===== config.mk =====
export PLATFORM = sky130hd
export DESIGN_NAME = div_repsub
export DESIGN_NICKNAME = d
export VERILOG_FILES = /design/src/rtl/div_repsub.sv
export SDC_FILE = /design/constraint.sdc
export NUM_CORES = 1
export LEC_CHECK = 0
export ABC_CLOCK_PERIOD_IN_PS = 2880
export CORE_ASPECT_RATIO = 0.7
export CORE_MARGIN = 8
export CORE_UTILIZATION = 40
export CTS_CLUSTER_DIAMETER = 50
export DETAILED_ROUTE_END_ITERATION = 6
export HOLD_SLACK_MARGIN = 0.05
export PLACE_DENSITY = 0.64
export SYNTH_ARGS = -nofsm -noshare
export SYNTH_HDL_FRONTEND = slang
export SYNTH_SLANG_ARGS = --single-unit

===== constraint.sdc =====
create_clock -name clk -period 2.88 [get_ports clk]
set_clock_uncertainty 0.1 [all_clocks]
set_input_delay 0.288 -clock clk [delete_from_list [all_inputs] [get_ports clk]]
set_output_delay 0.288 -clock clk [all_outputs]
set_load 0.005 [all_outputs]

===== src/rtl/div_repsub.sv =====
// rtl/div_repsub.sv - sequential unsigned divider by repeated subtraction
// Optional feature macro: DIV_DBZ_FLAG_EN (all-ones quotient and sticky div_by_zero flag on zero divisor)
module div_repsub #(
  parameter int WIDTH = 16
) (
  input  logic             clk,
  input  logic             rst_n,
  input  logic             start,
  input  logic [WIDTH-1:0] data_in,
  output logic             busy,
  output logic             done,
  output logic [WIDTH-1:0] quotient,
  output logic [WIDTH-1:0] remainder,
  output logic             div_by_zero
);

  typedef enum logic [1:0] {
    IDLE  = 2'd0,
    LOADB = 2'd1,
    RUN   = 2'd2,
    DONE  = 2'd3
  } state_t;

  localparam logic [WIDTH-1:0] ONE = {{(WIDTH-1){1'b0}}, 1'b1};

  state_t           state;
  state_t           state_next;
  logic [WIDTH-1:0] divisor;
  logic             div_zero;
  logic             rem_ge;

  assign div_zero = (divisor == '0);
  assign rem_ge   = (remainder >= divisor);

  // Controller state register
  always_ff @(posedge clk or negedge rst_n) begin
    if (!rst_n) begin
      state <= IDLE;
    end else begin
      state <= state_next;
    end
  end

  // Next-state and handshake outputs; start is only honoured in IDLE
  always_comb begin
    state_next = state;
    busy       = 1'b1;
    done       = 1'b0;
    case (state)
      IDLE: begin
        busy = 1'b0;
        if (start) begin
          state_next = LOADB;
        end
      end
      LOADB: begin
        state_next = RUN;
      end
      RUN: begin
        // A zero divisor exits at once so the FSM can never spin forever
        if (div_zero || !rem_ge) begin
          state_next = DONE;
        end
      end
      DONE: begin
        done       = 1'b1;
        state_next = IDLE;
      end
      default: begin
        state_next = IDLE;
      end
    endcase
  end

  // Datapath: operand capture, then one subtract/increment per RUN cycle
  always_ff @(posedge clk or negedge rst_n) begin
    if (!rst_n) begin
      quotient  <= '0;
      remainder <= '0;
      divisor   <= '0;
    end else begin
      case (state)
        IDLE: begin
          if (start) begin
            remainder <= data_in;
            quotient  <= '0;
          end
        end
        LOADB: begin
          divisor <= data_in;
        end
        RUN: begin
          if (div_zero) begin
`ifdef DIV_DBZ_FLAG_EN
            quotient <= '1;
`endif
          end else if (rem_ge) begin
            remainder <= remainder - divisor;
            quotient  <= quotient + ONE;
          end
        end
        default: begin
        end
      endcase
    end
  end

`ifdef DIV_DBZ_FLAG_EN
  logic dbz_flag;

  // Sticky zero-divisor flag, cleared only by the next accepted start
  always_ff @(posedge clk or negedge rst_n) begin
    if (!rst_n) begin
      dbz_flag <= 1'b0;
    end else if (state == IDLE && start) begin
      dbz_flag <= 1'b0;
    end else if (state == RUN && div_zero) begin
      dbz_flag <= 1'b1;
    end
  end

  assign div_by_zero = dbz_flag;
`else
  assign div_by_zero = 1'b0;
`endif

endmodule

Word-level counts from Yosys, hierarchy flattened
Index checks and enable logic that the tools add are counted.
- flip-flop bits (word level): 50
- latch bits: 0
- memory bits (writable): 0
- bits in read-only memories: 0
- bits of input ports: 19
- output and inout port bits: 35
- word-level logic and storage cells: 34
- memories: 0
- add/subtract/negate cells: 2
- multipliers: 0
- div/mod/pow operators: 0
- magnitude comparators: 1
- equal/unequal tests: 7
- shift-type cells: 0
- multiplexer cells: 13
- bitwise gates (word level): 0
- reductions and logical operators: 7
- operator list (kind ; count):
    16-bit two-way mux ; 6
    16-bit case mux with 2 select lines ; 2
    16-bit by 1-bit adder with 16-bit output (second input constant) ; 1
    16-bit greater-or-equal comparator ; 1
    16-bit zero test ; 1
    16-bit subtractor ; 1
    2-bit != test (second input constant) ; 4
    2-bit case mux with 4 select lines ; 1
    2-bit equality test (second input constant) ; 2
    2-bit two-way mux ; 2
    4-bit AND reduction ; 1
    2-bit by 1-bit equality test with 1-bit output (second input constant) ; 1
    2-bit zero test ; 1
    1-bit two-way mux ; 2
    2-bit AND reduction ; 1
    2-bit nonzero test ; 1
    1-bit zero test ; 1
    1-bit logical OR ; 1

Longest topological paths before layout
- depth in word-level cells: 5
- depth in mapped cells: 12
- gate-level depth less buffers: 11

Least setup slack after synthesis
No wires, ideal clock.
- kind: flip-flop to flip-flop
- start: register remainder[0]
- end: register quotient[9]
- setup time: 0.121 ns
- arrival time: 2.497 ns
- data required time: 2.659 ns
- setup slack: 0.162 ns
- cell stages (with the launch flop): 12
- path buffers: 0
- clock period less this slack: 2.718 ns
- path through: dfrtp_1 inv_1 ha_1 inv_1 fa_1 a211oi_2 o211ai_1 o211ai_2 nor3b_4 nor4_2 mux2_1 a22o_1
- word-level cells in the longest chain between the ends: 3
- ends and longest elaborated chain (element ; RTL line ; text):
    start: declaration ; 13 ; output logic [WIDTH-1:0] remainder,
    start signal: assignment ; 85 ; remainder <= data_in;
    start signal: assignment ; 98 ; remainder <= remainder - divisor;
    16-bit greater-or-equal comparator ; 33 ; assign rem_ge = (remainder >= divisor);
    2-bit != test (no source line) ; n/a ;
    4-bit AND reduction (no source line) ; n/a ;
    end signal: assignment ; 99 ; quotient <= quotient + ONE;
    end: declaration ; 12 ; output logic [WIDTH-1:0] quotient,
No other way between the ends.
A chain may end at the register's enable or synchronous reset.

Worst setup path in the final report
Same ends and word-level chain as after synthesis.

==> metrics.txt <==
Hold Path Stages 2; Synth Area in XOR/XNOR 0.0394; R2R depth 11; clock share of power 0.133; Synth Area in Simple Gates 0.187; Die Ht 92.4 µm; Final ANT Viol Nets 0; initial drt markers 215; Syn Area/Cell 8.65 µm²; Synth area leaders dfrtp_1, ha_1, o21ai_0, nand2_1, mux2i_1; slowest CP cell dfrtp_1; register area share after synthesis 0.376; Total Routing Usage GR 0.154; CTS tree built; crit path kind reg2reg; mux share of post-synthesis cell area 0.0650; core area 8270 µm²; Vias per Instance 5.30; Area Overhead vs Synth 29.1%; Slew @ Worst Pin 0.694 ns; largest net degree at the start of global routing 51; Pwr Total 5.81 mW; Slew Limit Fails 0; Arr. time, crit path 2.88 ns; yosys warns 0; RSZ-0062 raised after global routing true; Pwr Density 1350 nW/µm²; MaxCap Viol Count 0; maximum vdd drop 0.559 mV; pre-CTS WS 0.0808 ns; final worst path period need 2.80 ns; DR vias 2944; # fillers 743; cell taking the most area after synthesis dfrtp_1; Avg WL per Cell 16.5 µm; Worst Setup Start Kind register; CTS Buf Count 5; Int Pwr 3.19 mW; sequential share of power 0.207; required time worst endpoint 2.96 ns; worst-path fanout max 5; Fin Setup TNS 0 ns; DR DRC count 0; Post-synth EDFFs 0; Worst setup EP type register; die width 125 µm; Initial DRT Pass Iterations 5; global-route wire length before repair 14600 µm; CTS max path bufs 2; Initial Util 0.403; Fmax achieved 357 MHz; Synth Register Bits 50; I/O pin count 54; Switching Fraction 0.451; status finished, final reports clean; clock sink count 50; Mapped Area 3330 µm²; Synth cell types 50; HP Class reg2reg; area of the multi-input gates 1930 µm²; Commonest cells post-synth dfrtp_1, nand2_1, o21ai_0; std cell rows 28; fraction of registers with async set/reset 1.00; Largest stage delay, worst path 0.39 ns; H-tree levels 2; nets 490; antenna cell count 0; dominant register cell in the synthesized netlist dfrtp_1; grt ovf 0; final WL 9140 µm; Comb pwr share 0.661; RD Place Congestion 0.886; complex-gate fraction of the synthesized area 0.192; net load switching power 2.62 mW; Seq. cell area 1250 µm²; Clock Latency Late Sink 0.29 ns; most common cell in the netlist dfrtp_1; share of layout cells above drive strength 1 0.111; largest family of logic cells by synthesized area compound AO/OA/AOI/OAI gates; most frequent CP cell inv_2; crit path setup slack, layout 0.0751 ns; Detail Placement HPWL 6770 µm; worst path cell trace inv_2 > ha_4 > inv_2 > fa_2 > a211oi_2 > o211ai_1 > o211ai_2 > nor3b_4 > nor4_2 > mux2_1 > a22o_1; CTS root buffer clkbuf_16; Final Cycle Share 0.974; Reg clk slew, reported paths 0.07 ns; Final Hold Vio Count 0; initial antenna violation count 0; vias in the first global route 2778; die area 11600 µm²; post-synth top area share 0.376; post-synthesis cell count 385; Rel. slew slack 0.531; IO buf count 52; r2r setup slk 0.08 ns; area share of fa/ha/maj cells after synthesis 0.0849; LEAKAGE 1.77 nW; Final setup violation count 0; Syn Nets 426
==> layout by cell type, fill, tap and decap left out, types with 5 or more instances in the layout <==
cell type / n
clkdlybuf4s50_1: 51
dfrtp_1: 50
nand2_1: 45
o21ai_0: 37
nor2_1: 32
inv_1: 24
buf_4: 23
a21oi_1: 20
ha_1: 17
mux2i_1: 16
xnor2_1: 13
nor4_1: 11
nand3_1: 9
nor3_1: 8
a31oi_1: 7
nand4_1: 6
o211ai_1: 6
a21o_1: 5
clkbuf_16: 5
==> worst paths after layout <==
kind / startpoint / to
min in group asynchronous: rst_n / remainder[2]$_DFFE_PN0P_
max: remainder[0]$_DFFE_PN0P_ / quotient[9]$_DFFE_PN0P_
min: quotient[15]$_DFFE_PN0P_ / quotient[15]$_DFFE_PN0P_
max reg2reg: remainder[0]$_DFFE_PN0P_ / quotient[9]$_DFFE_PN0P_
max in group asynchronous: rst_n / quotient[9]$_DFFE_PN0P_
min reg2reg: quotient[15]$_DFFE_PN0P_ / quotient[15]$_DFFE_PN0P_
==> metal layers <==
metal / routed length, µm / track usage / up-vias
met1: 4830 / 0.235 / 1354
met4: 57 / 0.0373 / 0
met5: 0 / 0 / -
met3: 538 / 0.0310 / 4
met2: 3710 / 0.214 / 88
li1: - / - / 1498
==> worst max-delay path: cells and delay by family, from the launching register on <==
kind / cells / cell delay [ns]
AOI/OAI and AO/OA: 4 / 0.83
adders and majority gates: 2 / 0.51
and+or+nand+nor: 2 / 0.44
DFF: 1 / 0.39
muxes: 1 / 0.32
buffers and inverters: 2 / 0.12
==> flip-flops by register name, indices dropped and copies added (netlist names) <==
register,flops
divisor,16
quotient,16
remainder,16
state,2
==> layout make-up <==
class | count | share of cell area
Sequential cell | 50 | 0.291
Tap cell | 105 | 0.0305
Clock buffer | 5 | 0.0291
Multi-Input combinational cell | 290 | 0.449
Timing Repair Buffer | 76 | 0.162
Clock inverter | 3 | 0.0160
Inverter | 26 | 0.0227
==> power groups by stage <==
stage / logic (mW) / registers, mW / clock network, mW
2_1_floorplan: 2.56 / 1.15 / 0
3_3_place_gp: 3.64 / 1.20 / 0
3_5_place_dp: 3.69 / 1.21 / 0
4_1_cts: 3.74 / 1.20 / 0.788
5_1_grt: 4.23 / 1.24 / 0.812
6_report: 3.84 / 1.20 / 0.771
==> logic make-up after synthesis <==
| logic type | count (synthesis) |
|---|---|
| compound gates | 102 |
| flops | 50 |
| other cells | 1 |
| simple gates | 129 |
| fa+ha+maj | 22 |
| xor+xnor | 15 |
| buf+inv | 45 |
| mux | 21 |
==> what timing repair did <==
item	in CTS	in global routing
hold buffers	1	0
setup buffers	0	3
setup endpoints to repair	0	15
gates resized for setup	0	8
hold endpoints to repair	50	0
==> stage by stage <==
| stage | hold slack, ns | area [µm²] | std cells | utilization |
|---|---|---|---|---|
| 2_1_floorplan | -0.108 | 3330 | 385 | - |
| 3_3_place_gp | 0.345 | 4050 | 543 | 0.490 |
| 3_5_place_dp | 0.348 | 4050 | 543 | 0.490 |
| 4_1_cts | 0.447 | 4260 | 552 | 0.515 |
| 5_1_grt | 0.486 | 4300 | 555 | 0.520 |
| 6_report | 0.440 | 4300 | 555 | 0.520 |
Note: power is estimated with default switching activity, not from simulation.
